## config.mk

```make
export PLATFORM = sky130hd
export DESIGN_NAME = if_id_buffer
export DESIGN_NICKNAME = d
export VERILOG_FILES = /design/src/rtl/if_id_buffer.sv
export SDC_FILE = /design/constraint.sdc
export NUM_CORES = 1
export LEC_CHECK = 0
export CAP_MARGIN = 20
export CORE_MARGIN = 2
export CORE_UTILIZATION = 29
export CTS_CLUSTER_SIZE = 14
export DETAILED_ROUTE_END_ITERATION = 8
export SYNTH_ARGS = -nofsm -noshare
export SYNTH_HDL_FRONTEND = slang
export SYNTH_SLANG_ARGS = --single-unit
```

## constraint.sdc

```tcl
create_clock -name clk -period 6.45 [get_ports clk]
set_clock_uncertainty 0.15 [all_clocks]
set_input_delay 0.645 -clock clk [delete_from_list [all_inputs] [get_ports clk]]
set_output_delay 0.645 -clock clk [all_outputs]
set_load 0.01 [all_outputs]
```

## src/rtl/if_id_buffer.sv

```systemverilog
// IF/ID pipeline register: pairs each fetched instruction with its optional immediate word
// and handles stall, flush and interrupt entry. Define PERF_CNT_EN to add stall/flush counters.
module if_id_buffer (
   input  logic        clk,
   input  logic        rst,
   input  logic        in_valid,
   input  logic [15:0] in_word,
   input  logic [31:0] in_pc,
   input  logic [31:0] in_next_pc,
   input  logic        stall,
   input  logic        flush,
   input  logic        interruptBit,
   output logic        out_valid,
   output logic [15:0] out_instruction,
   output logic [15:0] out_immediate,
   output logic [31:0] out_pc,
   output logic [31:0] out_next_pc,
   output logic        out_int,
   output logic        imm_pending
`ifdef PERF_CNT_EN
   ,
   output logic [15:0] stall_count,
   output logic [15:0] flush_count
`endif
);

   localparam int unsigned WORD_W = 16;
   localparam int unsigned PC_W   = 32;
   localparam logic [2:0]  OPC_IMM = 3'b001;

   typedef enum logic {WORD0, WORD1} state_t;

   state_t              r_state;
   logic [WORD_W-1:0]   r_hold_word;
   logic [PC_W-1:0]     r_hold_pc;

   state_t              w_state_nxt;
   logic [WORD_W-1:0]   w_hold_word_nxt;
   logic [PC_W-1:0]     w_hold_pc_nxt;
   logic                w_valid_nxt;
   logic [WORD_W-1:0]   w_instr_nxt;
   logic [WORD_W-1:0]   w_imm_nxt;
   logic [PC_W-1:0]     w_pc_nxt;
   logic [PC_W-1:0]     w_npc_nxt;
   logic                w_int_nxt;
   logic                w_needs_imm;

   assign w_needs_imm = (in_word[15:13] == OPC_IMM);

   // Next-state and next-output logic; priority flush > interrupt > stall > normal.
   always_comb begin
      w_state_nxt     = r_state;
      w_hold_word_nxt = r_hold_word;
      w_hold_pc_nxt   = r_hold_pc;
      w_valid_nxt     = out_valid;
      w_instr_nxt     = out_instruction;
      w_imm_nxt       = out_immediate;
      w_pc_nxt        = out_pc;
      w_npc_nxt       = out_next_pc;
      w_int_nxt       = out_int;

      if (flush) begin
         w_state_nxt = WORD0;
         w_valid_nxt = 1'b0;
         w_instr_nxt = '0;
         w_int_nxt   = 1'b0;
      end else if (interruptBit) begin
         // The bubble reports the oldest word not yet handed to decode as the return point.
         w_state_nxt = WORD0;
         w_valid_nxt = 1'b1;
         w_int_nxt   = 1'b1;
         w_instr_nxt = '0;
         w_imm_nxt   = '0;
         w_pc_nxt    = (r_state == WORD1) ? r_hold_pc : in_pc;
      end else if (stall) begin
         w_state_nxt = r_state;
      end else if (in_valid) begin
         w_int_nxt = 1'b0;
         if (r_state == WORD1) begin
            w_state_nxt = WORD0;
            w_valid_nxt = 1'b1;
            w_instr_nxt = r_hold_word;
            w_imm_nxt   = in_word;
            w_pc_nxt    = r_hold_pc;
            w_npc_nxt   = in_next_pc;
         end else if (w_needs_imm) begin
            w_state_nxt     = WORD1;
            w_valid_nxt     = 1'b0;
            w_hold_word_nxt = in_word;
            w_hold_pc_nxt   = in_pc;
         end else begin
            w_valid_nxt = 1'b1;
            w_instr_nxt = in_word;
            w_imm_nxt   = '0;
            w_pc_nxt    = in_pc;
            w_npc_nxt   = in_next_pc;
         end
      end else begin
         w_valid_nxt = 1'b0;
         w_int_nxt   = 1'b0;
      end
   end

   always_ff @(posedge clk or posedge rst) begin
      if (rst) begin
         r_state         <= WORD0;
         r_hold_word     <= '0;
         r_hold_pc       <= '0;
         out_valid       <= 1'b0;
         out_instruction <= '0;
         out_immediate   <= '0;
         out_pc          <= '0;
         out_next_pc     <= '0;
         out_int         <= 1'b0;
         imm_pending     <= 1'b0;
      end else begin
         r_state         <= w_state_nxt;
         r_hold_word     <= w_hold_word_nxt;
         r_hold_pc       <= w_hold_pc_nxt;
         out_valid       <= w_valid_nxt;
         out_instruction <= w_instr_nxt;
         out_immediate   <= w_imm_nxt;
         out_pc          <= w_pc_nxt;
         out_next_pc     <= w_npc_nxt;
         out_int         <= w_int_nxt;
         imm_pending     <= (w_state_nxt == WORD1);
      end
   end

`ifdef PERF_CNT_EN
   logic w_stall_win;

   assign w_stall_win = stall && !flush && !interruptBit;

   // Saturating event counters.
   always_ff @(posedge clk or posedge rst) begin
      if (rst) begin
         stall_count <= '0;
         flush_count <= '0;
      end else begin
         if (w_stall_win && (stall_count != 16'hFFFF))
            stall_count <= stall_count + 16'(1);
         if (flush && (flush_count != 16'hFFFF))
            flush_count <= flush_count + 16'(1);
      end
   end
`endif

endmodule
```

=== Word level (Yosys, flattened, before mapping) ===
Index checks and enable logic that the tools add are counted.

* Mux-type cells: 34
* Bitwise logic cells: 4
* Reductions and logical operators: 7
* Equal/unequal tests: 6

{| class="wikitable"
|+ Operators with widths
! operator !! number
|-
| 32-bit two-way mux || 8
|-
| 16-bit two-way mux || 11
|-
| 1-bit two-way mux || 15
|-
| 6-bit AND reduction || 1
|-
| 5-bit AND reduction || 1
|-
| 4-bit != test, second input constant || 1
|-
| 1-bit NOT || 4
|-
| 4-bit AND reduction || 1
|-
| 3-bit by 1-bit equality test with 1-bit output, second input constant || 1
|-
| 3-bit by 1-bit != test with 1-bit output, second input constant || 1
|-
| 3-bit != test, second input constant || 1
|-
| 3-bit AND reduction || 1
|-
| 3-bit nonzero test || 1
|-
| 2-bit by 1-bit != test with 1-bit output, second input constant || 1
|-
| 2-bit != test, second input constant || 1
|-
| 2-bit AND reduction || 1
|-
| 2-bit nonzero test || 1
|}

* Register bits: 147
* Input bits: 86
* Output and inout port bits: 99
* Word-level logic and storage cells: 60

=== Longest topological paths before layout ===
* Depth in word-level cells: 7
* Mapped depth: 6
* Depth with buffers taken out: 3

=== Worst setup path before layout ===
No wires, ideal clock.

* Path kind: input -> register
* From: input port in_word[14]
* To: register out_next_pc[0]
* Stages on the path: 5
* Required time: 6.175 ns
* Data arrival time: 2.037 ns
* Slack: 4.138 ns
* Buffers on the path: 2
* Setup time: 0.125 ns
* Cell sequence: or4b_1 buf_4 nand3_1 buf_2 mux2_2

* Cells in the longest elaborated chain, start to end: 3

{| class="wikitable"
|+ Ends and longest elaborated chain
! item !! RTL line !! text
|-
| from (decl) || 7 || <nowiki>input logic [15:0] in_word,</nowiki>
|-
| 3-bit by 1-bit equality test with 1-bit output || 48 || <nowiki>assign w_needs_imm = (in_word[15:13] == OPC_IMM);</nowiki>
|-
| 2-bit != test (no line) || n/a ||
|-
| 5-bit AND reduction (no line) || n/a ||
|-
| to (signal assigned) || 124 || <nowiki>out_next_pc <= w_npc_nxt;</nowiki>
|-
| to (decl) || 17 || <nowiki>output logic [31:0] out_next_pc,</nowiki>
|}

No other way between the ends.
A chain may end at the register's enable or synchronous reset.

=== Worst setup path after layout ===
* From: input port in_valid
* To: register r_hold_word[0]

* Cells in the longest elaborated chain, start to end: 1

{| class="wikitable"
|+ Ends and longest elaborated chain
! item !! RTL line !! text
|-
| from (decl) || 6 || <nowiki>input logic in_valid,</nowiki>
|-
| 6-bit AND reduction (no line) || n/a ||
|-
| to (signal assigned) || 118 || <nowiki>r_hold_word <= w_hold_word_nxt;</nowiki>
|-
| to (decl) || 34 || <nowiki>logic [WORD_W-1:0] r_hold_word;</nowiki>
|}

No other way between the ends.

==> flow_summary.html <==
<table>
<tr><th>Metric</th><th>Value</th></tr>
<tr><th colspan="2">Status</th></tr>
<tr><td>Status</td><td>finished, final reports clean</td></tr>
<tr><th colspan="2">Power</th></tr>
<tr><td>Fraction of power spent switching nets</td><td>between 20 and 25%</td></tr>
<tr><td>Relative contribution of sequential cells to total power</td><td>43.8%</td></tr>
<tr><td>Combinational Power Share</td><td>roughly a fifth</td></tr>
<tr><td>Cell Pwr Density</td><td>286 mW/mm^2</td></tr>
<tr><td>Net switching component of the power</td><td>0.000623 W</td></tr>
<tr><td>Power share of the clock group</td><td>a little under two fifths</td></tr>
<tr><td>Max IR drop VDD</td><td>164 uV</td></tr>
<tr><td>Internal power component</td><td>~0.0019 W</td></tr>
<tr><td>Reported leakage power</td><td>3.80 nW</td></tr>
<tr><th colspan="2">Timing</th></tr>
<tr><td>Final Hold Viols</td><td>0</td></tr>
<tr><td>Post-layout min period</td><td>3.42 ns</td></tr>
<tr><td>Max Freq</td><td>292 MHz</td></tr>
<tr><td>Setup repair after global routing missed its margin</td><td>no</td></tr>
<tr><td>Tcrit/Tclk final</td><td>53.1%</td></tr>
<tr><td>Headroom to the max-slew limit</td><td>31.7%</td></tr>
<tr><td>Final-report setup violation count</td><td>0</td></tr>
<tr><td>TNS Setup</td><td>0 ns</td></tr>
<tr><td>Number of pins exceeding their max-slew limit in the final report</td><td>0</td></tr>
<tr><td>Tightest Pin Transition</td><td>1.02 ns</td></tr>
<tr><th colspan="2">Hold path</th></tr>
<tr><td>Path class of the lowest-slack min-delay path</td><td>flip-flop to flip-flop</td></tr>
<tr><td>Min-delay src</td><td>r_hold_word[13]</td></tr>
<tr><td>Capture endpoint of the worst hold path</td><td>r_hold_word[13]</td></tr>
<tr><td>Instance count along the most critical hold path</td><td>1</td></tr>
<tr><th colspan="2">Global routing</th></tr>
<tr><td>Wire length of the first global-routing pass</td><td>between 20000 and 25000 um</td></tr>
<tr><td>Global-route usage over all layers</td><td>13.4%</td></tr>
<tr><td>Antenna violations before repair</td><td>0</td></tr>
<tr><td>Global-route congestion overflow total</td><td>0</td></tr>
<tr><td>Number of global-route vias before repair</td><td>about 4300</td></tr>
<tr><td>Maximum number of pins on one net before global-route repair</td><td>89</td></tr>
<tr><th colspan="2">Clock network</th></tr>
<tr><td>Post-CTS sizing</td><td>0</td></tr>
<tr><td>Level count of the clock H-tree</td><td>4</td></tr>
<tr><td>Clock tree from TritonCTS</td><td>done</td></tr>
<tr><td>Number of buffers created by CTS</td><td>17</td></tr>
<tr><td>Clock-pin transition on the worst setup and hold timing paths</td><td>0.06 ns</td></tr>
<tr><td>Number of buffers inserted to repair setup after CTS</td><td>0</td></tr>
<tr><td>Root Buffer Master</td><td>sky130_fd_sc_hd__clkbuf_16</td></tr>
<tr><td>Hold-fix buffers at CTS</td><td>0</td></tr>
<tr><td>Number of sinks on the clock net</td><td>147</td></tr>
<tr><td>Clock Latency Late Sink</td><td>approximately 0.42 ns</td></tr>
<tr><td>Bufs on Longest Clock Path</td><td>2</td></tr>
<tr><th colspan="2">Synth</th></tr>
<tr><td>Post-synth top area cell</td><td>sky130_fd_sc_hd__dfrtp_1</td></tr>
<tr><td>Most frequent cell after synthesis</td><td>sky130_fd_sc_hd__dfrtp_1</td></tr>
<tr><td>Synthesized netlist cell count</td><td>406</td></tr>
<tr><td>Biggest area contributors in the synthesized netlist</td><td>sky130_fd_sc_hd__dfrtp_1, sky130_fd_sc_hd__mux2_2, sky130_fd_sc_hd__mux2_4</td></tr>
<tr><td>Post-synthesis average cell area</td><td>between 15 and 20 sq um</td></tr>
<tr><td>Unique masters post-synth</td><td>26</td></tr>
<tr><td>Number of nets in the synthesized netlist</td><td>~490</td></tr>
<tr><td>Post-synth ARST share</td><td>100%</td></tr>
<tr><td>Most frequent cells after synthesis</td><td>sky130_fd_sc_hd__dfrtp_1, sky130_fd_sc_hd__mux2_2, sky130_fd_sc_hd__mux2_4</td></tr>
<tr><td>Portion of synthesized cell area occupied by the leading cell type</td><td>between 50 and 60%</td></tr>
<tr><td>Flops &amp; latches, synth</td><td>147</td></tr>
<tr><td>Synthesized area</td><td>0.00620 sq mm</td></tr>
<tr><td>Sequential area share after synthesis</td><td>59.3%</td></tr>
<tr><td>Count of flip-flops with a built-in enable after synthesis</td><td>0</td></tr>
<tr><td>Synthesis Warnings</td><td>0</td></tr>
<tr><td>Most used flip-flop cell after synthesis</td><td>sky130_fd_sc_hd__dfrtp_1</td></tr>
<tr><th colspan="2">Setup path</th></tr>
<tr><td>Capture point of the worst reg-to-reg path</td><td>out_pc[30]</td></tr>
<tr><td>Data required time of the critical path</td><td>6.60 ns</td></tr>
<tr><td>Arr. time, crit path</td><td>3.57 ns</td></tr>
<tr><td>Kind of end point of the critical path</td><td>flip-flop</td></tr>
<tr><td>Worst R2R Setup Slack</td><td>~3.3 ns</td></tr>
<tr><td>Launching element type of the critical path</td><td>input port</td></tr>
<tr><td>Setup CP Type</td><td>input port to flip-flop</td></tr>
<tr><td>Worst-path maximum fanout</td><td>25</td></tr>
<tr><td>Reg-to-reg startpoint</td><td>r_state</td></tr>
<tr><td>Number of cells traversed by the worst register-to-register path</td><td>4</td></tr>
<tr><th colspan="2">Floorplanning</th></tr>
<tr><td>Initial Utilization</td><td>about 30%</td></tr>
<tr><td>Vertical extent of the die</td><td>approximately 150 um</td></tr>
<tr><td>Die Width</td><td>150 um</td></tr>
<tr><td>Core Box Area</td><td>0.0210 sq mm</td></tr>
<tr><td>Standard-cell row count</td><td>53</td></tr>
<tr><td>I/O pin count</td><td>around 190</td></tr>
<tr><td>Area enclosed by the die boundary</td><td>0.0226 sq mm</td></tr>
<tr><th colspan="2">Route</th></tr>
<tr><td>Vias/cell</td><td>4.59</td></tr>
<tr><td>WL/cell</td><td>roughly 17 um</td></tr>
<tr><td>Remaining design rule violation count</td><td>0</td></tr>
<tr><td>DRT iter0 DRCs</td><td>114</td></tr>
<tr><td>Sum of routed wire length over all layers</td><td>14900 um</td></tr>
<tr><td>Iteration count of the initial detailed-routing pass</td><td>5</td></tr>
<tr><td>Post-route ant nets</td><td>0</td></tr>
<tr><td>Vias after detailed routing</td><td>approximately 4000</td></tr>
<tr><th colspan="2">Finish</th></tr>
<tr><td>Antenna fix cells</td><td>0</td></tr>
<tr><td>Number of fill cells in the layout</td><td>1902</td></tr>
<tr><td>Final Cell Area</td><td>0.00885 sq mm</td></tr>
<tr><td>Layout Area Growth over Synthesis</td><td>42.6%</td></tr>
<tr><td>Nets</td><td>672</td></tr>
<tr><td>Fraction of final layout cells sized beyond drive strength 1</td><td>30.9%</td></tr>
<tr><th colspan="2">Placement</th></tr>
<tr><td>Area after detailed placement</td><td>0.00829 sq mm</td></tr>
<tr><td>Number of input and output port buffers inserted</td><td>184</td></tr>
<tr><td>Half-perimeter wire length of the detailed placement result</td><td>10100 um</td></tr>
<tr><td>Routability cong.</td><td>roughly 0.75</td></tr>
<tr><th colspan="2">Flow run</th></tr>
<tr><td>Max_cap viols</td><td>0</td></tr>
</table>
logic make-up (layout without fill, tap and decap cells):
family                 after synthesis  in the layout  synth area share, %
multiplexers                       157            157                 30.0
flip-flops                         147            147                 59.3
AO/OA/AOI/OAI                       54             54                 6.39
buffers and inverters               29            222                 2.50
AND/OR/NAND/NOR                     19             19                 1.79
cells in the final DEF (no fill, tap or decap), types with 2 or more instances in the layout:
cell type / Yosys / layout
sky130_fd_sc_hd__buf_4: 2 / 4
sky130_fd_sc_hd__clkinvlp_4: 0 / 3
sky130_fd_sc_hd__clkbuf_8: 0 / 2
sky130_fd_sc_hd__mux2_2: 112 / 112
sky130_fd_sc_hd__clkbuf_16: 0 / 17
sky130_fd_sc_hd__clkinv_2: 0 / 5
sky130_fd_sc_hd__a22o_1: 16 / 16
sky130_fd_sc_hd__nor2_1: 3 / 3
sky130_fd_sc_hd__mux2i_1: 15 / 15
sky130_fd_sc_hd__a211oi_1: 15 / 15
sky130_fd_sc_hd__mux2_4: 30 / 30
sky130_fd_sc_hd__clkdlybuf4s50_1: 0 / 184
sky130_fd_sc_hd__nand2b_1: 2 / 2
sky130_fd_sc_hd__and2_1: 2 / 2
sky130_fd_sc_hd__inv_6: 0 / 4
sky130_fd_sc_hd__dfrtp_1: 147 / 146
sky130_fd_sc_hd__nand2_1: 4 / 4
sky130_fd_sc_hd__a21oi_1: 20 / 20
state kept, by name (all words and copies together) (netlist names):
signal / flops
out_next_pc: 32
out_instruction: 16
r_state: 1
r_hold_pc: 32
r_hold_word: 16
out_valid: 1
out_immediate: 16
out_int: 1
out_pc: 32
power groups by stage:
| stage | clock network [W] | registers (W) | logic, W |
|---|---|---|---|
| floorplan | 0 | 0.00115 | 0.000185 |
| global placement | 0 | 0.00112 | 0.000480 |
| detailed placement | 0 | 0.00112 | 0.000489 |
| CTS | 0.000973 | 0.00111 | 0.000491 |
| global route | 0.00102 | 0.00112 | 0.000518 |
| finish | 0.000939 | 0.00111 | 0.000482 |
worst max path at each step:
| stage | from | to | slack [ns] | cells after the start |
|---|---|---|---|---|
| after floorplan | rst | out_immediate[0] | 1.70 | 1 |
| after global placement | in_valid | r_hold_pc[7] | 2.63 | 5 |
| after detailed placement | in_valid | r_hold_pc[3] | 2.55 | 5 |
| after CTS | in_valid | r_hold_word[0] | 3.00 | 5 |
| final | in_valid | r_hold_word[0] | 3.03 | 5 |
| after global routing | in_valid | r_hold_pc[18] | 2.75 | 5 |
area by class of cell:
| class | instances | area [sq um] | share of cell area, % |
|---|---|---|---|
| Clock buffer | 20 | 457 | 5.16 |
| Timing Repair Buffer | 188 | 1870 | 21.2 |
| Inverter | 2 | 12.5 | 0.141 |
| Tap cell | 275 | 344 | 3.89 |
| Clock inverter | 12 | 104 | 1.17 |
| Multi-Input combinational cell | 230 | 2380 | 26.9 |
| Sequential cell | 147 | 3680 | 41.6 |
worst max-delay path, cell delays in order:
cell	delay, ns
sky130_fd_sc_hd__clkdlybuf4s50_1	0.48
sky130_fd_sc_hd__nor2b_2	0.80
sky130_fd_sc_hd__nand3_2	0.80
sky130_fd_sc_hd__buf_4	0.51
sky130_fd_sc_hd__mux2_2	0.32
routing by layer:
layer | share of wire (%) | global-route usage [%]
met1 | 43 | 16.9
met3 | 6.6 | 3.91
met5 | 0 | 0
met2 | 48 | 21.7
met4 | 1.9 | 5.24
per-stage QoR:
stage                     total power (W)  hold WS (ns)  std cells  util [%]  worst slack, ns
after floorplan                   0.00134         0.284        406         -             1.70
after global placement            0.00160         0.313        842      39.4             2.63
after detailed placement          0.00161         0.318        842      39.4             2.55
after CTS                         0.00257         0.333        874      42.1             3.00
after global routing              0.00266         0.360        874      42.1             2.75
final                             0.00253         0.325        874      42.1             3.03
Power figures use the tool's default switching activity.
